===== src/rtl/rom_ctrl_pkg.sv =====
// rom_ctrl_pkg: shared state type and width defaults for the ROM read controller
package rom_ctrl_pkg;
  localparam int ADDR_W_DEF = 15;
  localparam int DATA_W_DEF = 8;
  localparam int CNT_W = 4;
  typedef enum logic [1:0] {IDLE, SETUP, ACCESS, DONE} state_e;
endpackage


===== src/rtl/rr_arbiter2.sv =====
// rr_arbiter2: two-way round-robin arbiter; a tie goes to the requester not granted last
module rr_arbiter2 (
  input  logic       clk,
  input  logic       rst,
  input  logic [1:0] req,
  input  logic       grant_en,
  output logic [1:0] gnt
);
  logic last_q;
  always_comb begin
    gnt[0] = req[0] & (~req[1] | last_q);
    gnt[1] = req[1] & (~req[0] | ~last_q);
  end
  always_ff @(posedge clk or posedge rst)
    if (rst) last_q <= 1'b1;
    else if (grant_en && |req) last_q <= gnt[1];
endmodule


===== src/rtl/rom_read_arbiter.sv =====
// rom_read_arbiter: two-port round-robin read sequencer for an asynchronous ROM
module rom_read_arbiter
  import rom_ctrl_pkg::*;
#(
  parameter int ADDR_W      = ADDR_W_DEF,
  parameter int DATA_W      = DATA_W_DEF,
  parameter int WAIT_CYCLES = 2
) (
  input  logic              clk,
  input  logic              rst,
  input  logic              req0,
  input  logic [ADDR_W-1:0] addr0,
  output logic              ack0,
  input  logic              req1,
  input  logic [ADDR_W-1:0] addr1,
  output logic              ack1,
  output logic [DATA_W-1:0] rdata,
  output logic              busy,
  output logic [ADDR_W-1:0] rom_addr,
  output logic              rom_oeb,
  input  logic [DATA_W-1:0] rom_data
);
  state_e            state_q, state_d;
  logic [CNT_W-1:0]  cnt_q, cnt_d;
  logic              gid_q, gid_d;
  logic [ADDR_W-1:0] addr_q, addr_d;
  logic [DATA_W-1:0] rdata_q, rdata_d;
  logic              oeb_q, ack0_q, ack1_q;
  logic [1:0]        gnt;
  rr_arbiter2 u_arb (
    .clk      (clk),
    .rst      (rst),
    .req      ({req1, req0}),
    .grant_en (state_q == IDLE),
    .gnt      (gnt)
  );
  always_comb begin
    state_d = state_q;
    cnt_d   = cnt_q;
    gid_d   = gid_q;
    addr_d  = addr_q;
    rdata_d = rdata_q;
    case (state_q)
      IDLE: if (|gnt) begin
        state_d = SETUP;
        gid_d   = gnt[1];
        addr_d  = gnt[1] ? addr1 : addr0;
      end
      SETUP: begin
        state_d = ACCESS;
        cnt_d   = CNT_W'(WAIT_CYCLES - 1);
      end
      ACCESS: if (cnt_q == '0) begin
        state_d = DONE;
        rdata_d = rom_data;
      end else cnt_d = cnt_q - 1'b1;
      default: state_d = IDLE;
    endcase
  end
  // Pin-facing outputs are registered from next state so they change cleanly on the edge
  always_ff @(posedge clk or posedge rst)
    if (rst) begin
      state_q <= IDLE;
      cnt_q   <= '0;
      gid_q   <= 1'b0;
      addr_q  <= '0;
      rdata_q <= '0;
      oeb_q   <= 1'b1;
      ack0_q  <= 1'b0;
      ack1_q  <= 1'b0;
    end else begin
      state_q <= state_d;
      cnt_q   <= cnt_d;
      gid_q   <= gid_d;
      addr_q  <= addr_d;
      rdata_q <= rdata_d;
      oeb_q   <= state_d != ACCESS;
      ack0_q  <= state_d == DONE && !gid_d;
      ack1_q  <= state_d == DONE && gid_d;
    end
  assign ack0     = ack0_q;
  assign ack1     = ack1_q;
  assign rdata    = rdata_q;
  assign busy     = state_q != IDLE;
  assign rom_addr = addr_q;
  assign rom_oeb  = oeb_q;
endmodule


===== config.mk =====
export PLATFORM = sky130hd
export DESIGN_NAME = rom_read_arbiter
export DESIGN_NICKNAME = d
export VERILOG_FILES = /design/src/rtl/rom_ctrl_pkg.sv /design/src/rtl/rr_arbiter2.sv /design/src/rtl/rom_read_arbiter.sv
export SDC_FILE = /design/constraint.sdc
export NUM_CORES = 1
export LEC_CHECK = 0
export BUFFER_PORTS_ARGS = -buffer_cell sky130_fd_sc_hd__buf_2
export CORE_MARGIN = 1.5
export CORE_UTILIZATION = 42
export DETAILED_ROUTE_END_ITERATION = 12
export HOLD_SLACK_MARGIN = 0.03
export PLACE_DENSITY = 0.73
export SLEW_MARGIN = 20
export SYNTH_ARGS = -nofsm -noshare
export SYNTH_HDL_FRONTEND = slang
export SYNTH_SLANG_ARGS = --single-unit

===== constraint.sdc =====
create_clock -name clk -period 1.5 [get_ports clk]
set_input_delay 0.45 -clock clk [delete_from_list [all_inputs] [get_ports clk]]
set_output_delay 0.45 -clock clk [all_outputs]
set_load 0.01 [all_outputs]

Word-level counts from Yosys, hierarchy flattened

Cells that the tools add are included.

Word-level logic and storage cells: 43
Output and inout port bits: 27
Register bits: 34
Input port bits: 42

Multiplexer cells: 8
Equal/unequal tests: 5
Bitwise gates (word level): 7
Add/sub/neg operators: 1
Reduce and logical (&&, ||, !) cells: 13

Operators by type and width:

| kind                  | number |
|---|---|
| $mux W15              | 1 |
| $pmux W4 S2           | 1 |
| $pmux W2 S3           | 1 |
| $reduce_and A2 Y1     | 3 |
| $eq A2 B2 Y1 const B  | 2 |
| $logic_not A4 Y1      | 1 |
| $mux W2               | 2 |
| $mux W4               | 1 |
| $ne A2 B2 Y1 const B  | 2 |
| $reduce_bool A2 Y1    | 2 |
| $reduce_or A2 Y1      | 2 |
| $sub A4 B1 Y4 const B | 1 |
| $logic_and A1 B1 Y1   | 3 |
| $not A1 Y1            | 3 |
| $and A1 B1 Y1         | 2 |
| $eq A2 B1 Y1 const B  | 1 |
| $logic_not A2 Y1      | 1 |
| $mux W1               | 2 |
| $or A1 B1 Y1          | 2 |
| $logic_not A1 Y1      | 1 |

Longest topological paths before layout

Gate-level depths: netlist of the first run.

Word-level depth: 8
Gate-level depth with buffers: 6
Depth with buffers taken out: 5

Hierarchy

A second synthesis of the first run with hierarchy kept.

Cell total of the unflattened synthesis: 137
Area total of the unflattened synthesis: 1540.2 um^2

By module, submodules not included:

| module           | instances | cells an instance | area each (um^2) |
|---|---|---|---|
| rom_read_arbiter | 1         | 130               | 1480.2 |
| rr_arbiter2      | 1         | 7                 | 60.1 |

Worst setup path after synthesis of the first run

OpenSTA, ideal clock, no wires.

Path kind: flip-flop to flip-flop
Start: register state_q[0]
End: register rdata_q[0], in the netlist rdata[0]
Path buffers: 1
Stages on the path, launching flop included: 6
Arrival time: 1.433 ns
Slack: -0.058 ns
Data required time: 1.375 ns
Clock period less this slack: 1.558 ns
Cell sequence: dfrtp_1 -> inv_1 -> ha_1 -> nor4bb_1 -> buf_4 -> mux2_2

Word-level cells in the longest chain between the ends: 2

RTL lines:

| what                        | line                   | source |
|---|---|---|
| from (decl)                 | rom_read_arbiter.sv:23 | `state_e state_q, state_d;` |
| from (signal assigned)      | rom_read_arbiter.sv:72 | `state_q <= state_d;` |
| $eq A2 B2 Y1                | rom_read_arbiter.sv:43 | `case (state_q)` |
| $reduce_and A2 Y1 (no line) | n/a                    |  |
| to (signal assigned)        | rom_read_arbiter.sv:76 | `rdata_q <= rdata_d;` |
| to (decl)                   | rom_read_arbiter.sv:27 | `logic [DATA_W-1:0] rdata_q, rdata_d;` |

No other way between the ends.
A chain may end at the register's enable or synchronous reset.

Final worst setup path of the first run

Start: register state_q[1]
End: register rdata_q[4], in the netlist rdata[4]

The elaborated chain is that of the path after synthesis.

==> results of run 1 <==
-- flip-flops by register name, indices dropped and copies added, names as in the netlist, 2 cells and up --
name and cells:
rom_addr 15, rdata 8, cnt_q 4, state_q 2
-- power by group --
group / leakage [nW] / switching (mW) / internal [mW]
Sequential: 0.414 / 0.260 / 1.38
Combinational: 0.687 / 1.15 / 1.24
Clock: 0.0343 / 0.318 / 0.225
Total: 1.14 / 1.73 / 2.85
-- stage by stage --
step | instance area (µm²) | setup WS [ns] | cells | TNS (ns) | total power [mW]
6_report | 2220 | -0.0733 | 265 | -0.607 | 4.58
5_1_grt | 2220 | -0.126 | 265 | -1.12 | 4.91
4_1_cts | 2160 | -0.0646 | 264 | -0.435 | 4.37
3_5_place_dp | 2010 | -0.0511 | 251 | -0.335 | 3.56
3_3_place_gp | 2010 | 0.0141 | 251 | 0 | 3.45
2_1_floorplan | 1540 | -0.0318 | 132 | -0.254 | 2.78
-- layout by cell type (no fill, tap or decap), drive strengths merged --
cell | synthesis | routed
nor2 | 1 | 1
mux2 | 8 | 8
clkinv | 0 | 1
dfrtp | 32 | 32
dfstp | 2 | 2
ha | 5 | 5
nand2 | 19 | 19
o21ai | 22 | 22
a32o | 1 | 1
nor3 | 2 | 2
clkinvlp | 0 | 1
buf | 2 | 84
nand4b | 1 | 1
mux2i | 15 | 15
inv | 6 | 6
a31oi | 2 | 2
nor4bb | 1 | 1
o211ai | 1 | 1
nand2b | 2 | 2
and3b | 1 | 1
clkbuf | 3 | 6
nand4bb | 1 | 1
a21oi | 1 | 1
and3 | 1 | 1
a21boi | 1 | 1
a21o | 1 | 1
nor2b | 1 | 1
-- critical path, stage by stage (launching register included) --
cell,delay (ns)
dfrtp_1,0.40
buf_6,0.13
ha_4,0.12
nor4bb_4,0.34
buf_6,0.19
mux2_4,0.30
-- repair_timing --
action / in CTS / in global routing
cloned: 1 / 0
resized for setup: 14 / 16
buffers inserted: 4 / 1
hold buffers: 0 / 0
pin swaps: 2 / 3
setup endpoints to repair: 9 / 15
-- cell type report --
class	count	area (µm²)
Sequential cell	34	853
Clock buffer	6	51.3
Inverter	6	22.5
Clock inverter	2	12.5
Fill cell	266	1190
Timing Repair Buffer	84	507
Multi-Input combinational cell	87	719
Tap cell	46	57.6
-- worst paths after layout --
| check | slack (ns) | from | cells after the start | endpoint |
|---|---|---|---|---|
| setup / recovery | -0.07 | state_q[1] | 5 | rdata[4] |
| hold / removal | 0.05 | rst | 2 | rdata[2] |
| setup reg to reg | -0.07 | state_q[1] | 5 | rdata[4] |
| hold reg to reg | 0.49 | rom_addr[11] | 2 | rom_addr[11] |
| max in group asynchronous | 0.90 | rst | 3 | u_arb.last_q |
| min in group clk | 0.33 | rom_data[0] | 2 | rdata[0] |
-- layer usage --
metal,GRT usage [%],routed length (µm),vias to the layer above
met3,6.07,235,6
met5,0,0,-
met4,5.71,51,0
met2,32.0,1800,58
li1,-,-,629
met1,19.6,1420,606
-- logic make-up after synthesis --
logic type               count (synthesis)  synth area share [%]
buffers and inverters                   11                  3.67
AO/OA/AOI/OAI                           29                  11.2
adder cells (fa/ha/maj)                  5                  4.08
flip-flops                              34                  55.7
multiplexers                            23                  15.7
AND/OR/NAND/NOR                         30                  9.71
==> flow_metrics.env, run 1 <==
export IMPL_avgSynthCellArea_um2=11.6
export IMPL_max_freq_mhz=636
export IMPL_grt_max_degree=27
export IMPL_syn_inst=132
export IMPL_drt_wl_total_um=3500
export IMPL_clk_latency_ns=0.34
export IMPL_utilization_pct=65.1
export IMPL_route_detailed_drc=0
export IMPL_fp_dieArea_um2=4020
export IMPL_synth_area_leaders="dfrtp_1, mux2i_1, mux2_2, nand2_1, ha_1"
export IMPL_antenna_found_initial=0
export IMPL_synth_area_um2=1530
export IMPL_finalCritPeriodShare_pct=105
export IMPL_synth_area_leader_cell="dfrtp_1"
export IMPL_synth_edff_count=0
export IMPL_period_needed_ns=1.57
export IMPL_io_pins=69
export IMPL_synth_commonest_cells="dfrtp_1, nand2_1, mux2i_1"
export IMPL_via_per_inst=4.90
export IMPL_path_class="flip-flop to flip-flop"
export IMPL_finClkSkew_ns=0.0119
export IMPL_start_util_pct=44.9
export IMPL_ys_seq_area_share_pct=55.7
export IMPL_diodes=0
export IMPL_firstDrtPassIters=4
export IMPL_rsz0062_at_grt="true"
export IMPL_gp_congestion=0.664
export IMPL_slew_violations=0
export IMPL_rows=21
export IMPL_critical_path_startpoint_type="flip-flop"
export IMPL_setup_viol=9
export IMPL_die_x_um=63.4
export IMPL_cts_htree_levels=2
export IMPL_tightest_slew_ns=0.377
export IMPL_cts_sinks=34
export IMPL_antenna_left=0
export IMPL_relSlewSlack_pct=74.9
export IMPL_hold_ws_ns=0.0532
export IMPL_p_leak_nw=1.14
export IMPL_ys_seq_elements=34
export IMPL_setup_ws_ns=-0.0733
export IMPL_port_buffers=68
export IMPL_layout_nets=265
export IMPL_vias=1299
export IMPL_cts_buffer_depth=2
export IMPL_tritoncts="done"
export IMPL_coreArea_um2=3420
export IMPL_max_vdd_ir_drop_uv=954
export IMPL_synth_top_area_share_pct=52.2
export IMPL_wire_per_inst_um=13.2
export IMPL_crit_arrival_ns=1.81
export IMPL_yosysMostFrequentCell="dfrtp_1"
export IMPL_violations="negative setup slack"
export IMPL_worst_setup_path_end_kind="flip-flop"
export IMPL_hold_class="primary input to asynchronous set/reset pin"
export IMPL_required_ns=1.74
export IMPL_hpwl_um=2380
export IMPL_yosys_warnings=0
export IMPL_overflow=0
export IMPL_drive_gt1_share_pct=52.1
export IMPL_status="finished with violations"
export IMPL_maxCapViolCount=0
export IMPL_synthArstFlopShare_pct=100
export IMPL_grt_pass1_vias=1293
export IMPL_powerDensity_nw_per_um2=2060
export IMPL_cts_buffers=5
export IMPL_grt_pass1_wl_um=5490
export IMPL_drt_initial_drc_count=31
export IMPL_hold_violations=0
export IMPL_fp_dieH_um=63.4
export IMPL_grt_total_usage_pct=17.8
export IMPL_crit_path_max_fanout=5
export IMPL_synth_ff_type="dfrtp_1"
export IMPL_syn2layout_area_growth_pct=45.1
export IMPL_cts_root_buf="clkbuf_4"
export IMPL_ys_types=27
export IMPL_syn_num_nets=179
export IMPL_cts_reportedPaths_clkPinSlew_ns=0.11
Power figures use the tool's default switching activity.
==> run 2: changes to the inputs <==
Settings changed: CORE_UTILIZATION 42 to 43, CTS_BUF_LIST from default to sky130_fd_sc_hd__clkbuf_4 sky130_fd_sc_hd__clkbuf_8, PLACE_DENSITY 0.73 to 0.75.
==> run 2 against run 1 <==
Net effect:
- the flow still finishes with violations (negative setup slack)
- via count down 2.9%
- sequential power about the same
- global-route usage down 1.5 points
- first-iteration DRC count down 71%
- register-to-register slack better by 0.02 ns
- die area down 2.2%
- non-clock buffer count down 2
- clock-buffer cell count unchanged
- final cell count down 0.75%
- worst hold slack better by 0.026 ns
- clock skew down 0.0039 ns
- largest power group unchanged
==> flow_metrics.env, run 2 (synthesized netlist as in run 1, its figures left out) <==
export IMPL_slowest_stage="dfrtp_1"
export IMPL_p_leak_nw=1.09
export IMPL_coreArea_um2=3390
export IMPL_cp_depth=5
export IMPL_status="finished with violations"
export IMPL_via_per_inst=4.79
export IMPL_slowest_delay_ns=0.41
export IMPL_die_x_um=62.7
export IMPL_clk_latency_ns=0.32
export IMPL_route_detailed_drc=0
export IMPL_relSlewSlack_pct=74.6
export IMPL_grt_total_usage_pct=16.3
export IMPL_cts_sinks=34
export IMPL_fp_dieArea_um2=3930
export IMPL_drive_gt1_share_pct=51.2
export IMPL_slew_violations=0
export IMPL_max_vdd_ir_drop_uv=1070
export IMPL_worstRegToRegCells=5
export IMPL_finClkSkew_ns=0.00797
export IMPL_tightest_slew_ns=0.381
export IMPL_violations="negative setup slack"
export IMPL_antenna_left=0
export IMPL_period_needed_ns=1.55
export IMPL_critical_path_startpoint_type="flip-flop"
export IMPL_cts_htree_levels=2
export IMPL_tritoncts="done"
export IMPL_rows=21
export IMPL_cts_buffer_depth=2
export IMPL_worst_setup_path_end_kind="flip-flop"
export IMPL_gp_congestion=0.695
export IMPL_required_ns=1.71
export IMPL_grt_max_degree=25
export IMPL_vias=1261
export IMPL_grt_pass1_vias=1243
export IMPL_critical_path_buf_inv_count=2
export IMPL_overflow=0
export IMPL_cp_cell_sequence="inv_2, ha_2, nor4bb_2, buf_4, mux2_2"
export IMPL_cts_buffers=5
export IMPL_final_cell_mix="buf_2, dfrtp_1, nand2_1"
export IMPL_final_cell_area_um2=2140
export IMPL_antenna_found_initial=0
export IMPL_r2r_slack_ns=-0.05
export IMPL_p_total_mw=4.28
export IMPL_syn2layout_area_growth_pct=39.8
export IMPL_finalSetupTns_ns=-0.423
export IMPL_crit_path_max_fanout=10
export IMPL_cts_reportedPaths_clkPinSlew_ns=0.11
export IMPL_setup_ws_ns=-0.0542
export IMPL_start_util_pct=45.2
export IMPL_setup_viol=9
export IMPL_hold_ws_ns=0.0795
export IMPL_drt_initial_drc_count=9
export IMPL_grt_pass1_wl_um=5120
export IMPL_diodes=0
export IMPL_fillers=285
export IMPL_rsz0062_at_grt="true"
export IMPL_hpwl_um=2350
export IMPL_layout_commonest_cell="buf_2"
export IMPL_powerDensity_nw_per_um2=2000
export IMPL_firstDrtPassIters=4
export IMPL_io_pins=69
export IMPL_fp_dieH_um=62.7
export IMPL_largest_register_ffs=15
export IMPL_cts_hold_buf=0
export IMPL_drt_wl_total_um=3010
export IMPL_max_freq_mhz=643
export IMPL_place_area_um2=2020
export IMPL_hold_class="primary input to asynchronous set/reset pin"
export IMPL_wire_per_inst_um=11.5
export IMPL_port_buffers=68
export IMPL_cp_top_family="flip-flops"
export IMPL_maxCapViolCount=0
export IMPL_cts_root_buf="clkbuf_4"
export IMPL_finalCritPeriodShare_pct=104
export IMPL_hold_violations=0
export IMPL_layout_nets=263
export IMPL_crit_arrival_ns=1.77
export IMPL_path_class="flip-flop to flip-flop"
run 2: layer usage:
metal,vias up,routed length (µm),global-route usage (%)
li1,626,-,-
met1,576,1320,19.5
met2,54,1470,28.5
met3,5,206,4.68
met4,0,19,5.00
met5,-,0,0
run 2: what timing repair did:
action                                  in CTS  in global routing
pin swaps                                    1                  2
resized for setup                            6                  5
endpoints found under the setup margin      11                 14
setup buffers                                2                  1
run 2: where the power goes:
| group | switching (mW) | internal [mW] | total, mW |
|---|---|---|---|
| Combinational | 1.05 | 1.08 | 2.13 |
| Sequential | 0.239 | 1.38 | 1.62 |
| Clock | 0.298 | 0.225 | 0.524 |
run 2: final timing paths:
kind / from / end
min in group clk: rom_data[2] / rdata[2]
max in group asynchronous: rst / rom_addr[13]
worst max register to register: state_q[0] / rdata[5]
worst min register to register: rom_addr[12] / rom_addr[12]
worst min-delay path: rst / state_q[0]
worst max-delay path: state_q[0] / rdata[5]
run 2: per-stage QoR:
stage,setup slack (ns),util [%],cells
floorplan,-0.0318,-,132
global placement,0.00988,59.5,252
detailed placement,-0.0373,59.5,252
CTS,-0.0557,62.4,262
global route,-0.138,63.2,263
finish,-0.0542,63.2,263
run 2: layout make-up:
type	instances	area, µm²	share of cell area [%]
flip-flops and latches	34	853	39.8
clock buffers	6	51.3	2.39
repair buffers	82	477	22.2
multi-input cells	87	669	31.2
well taps	46	57.6	2.69
inverters	6	22.5	1.05
clock inverters	2	12.5	0.584
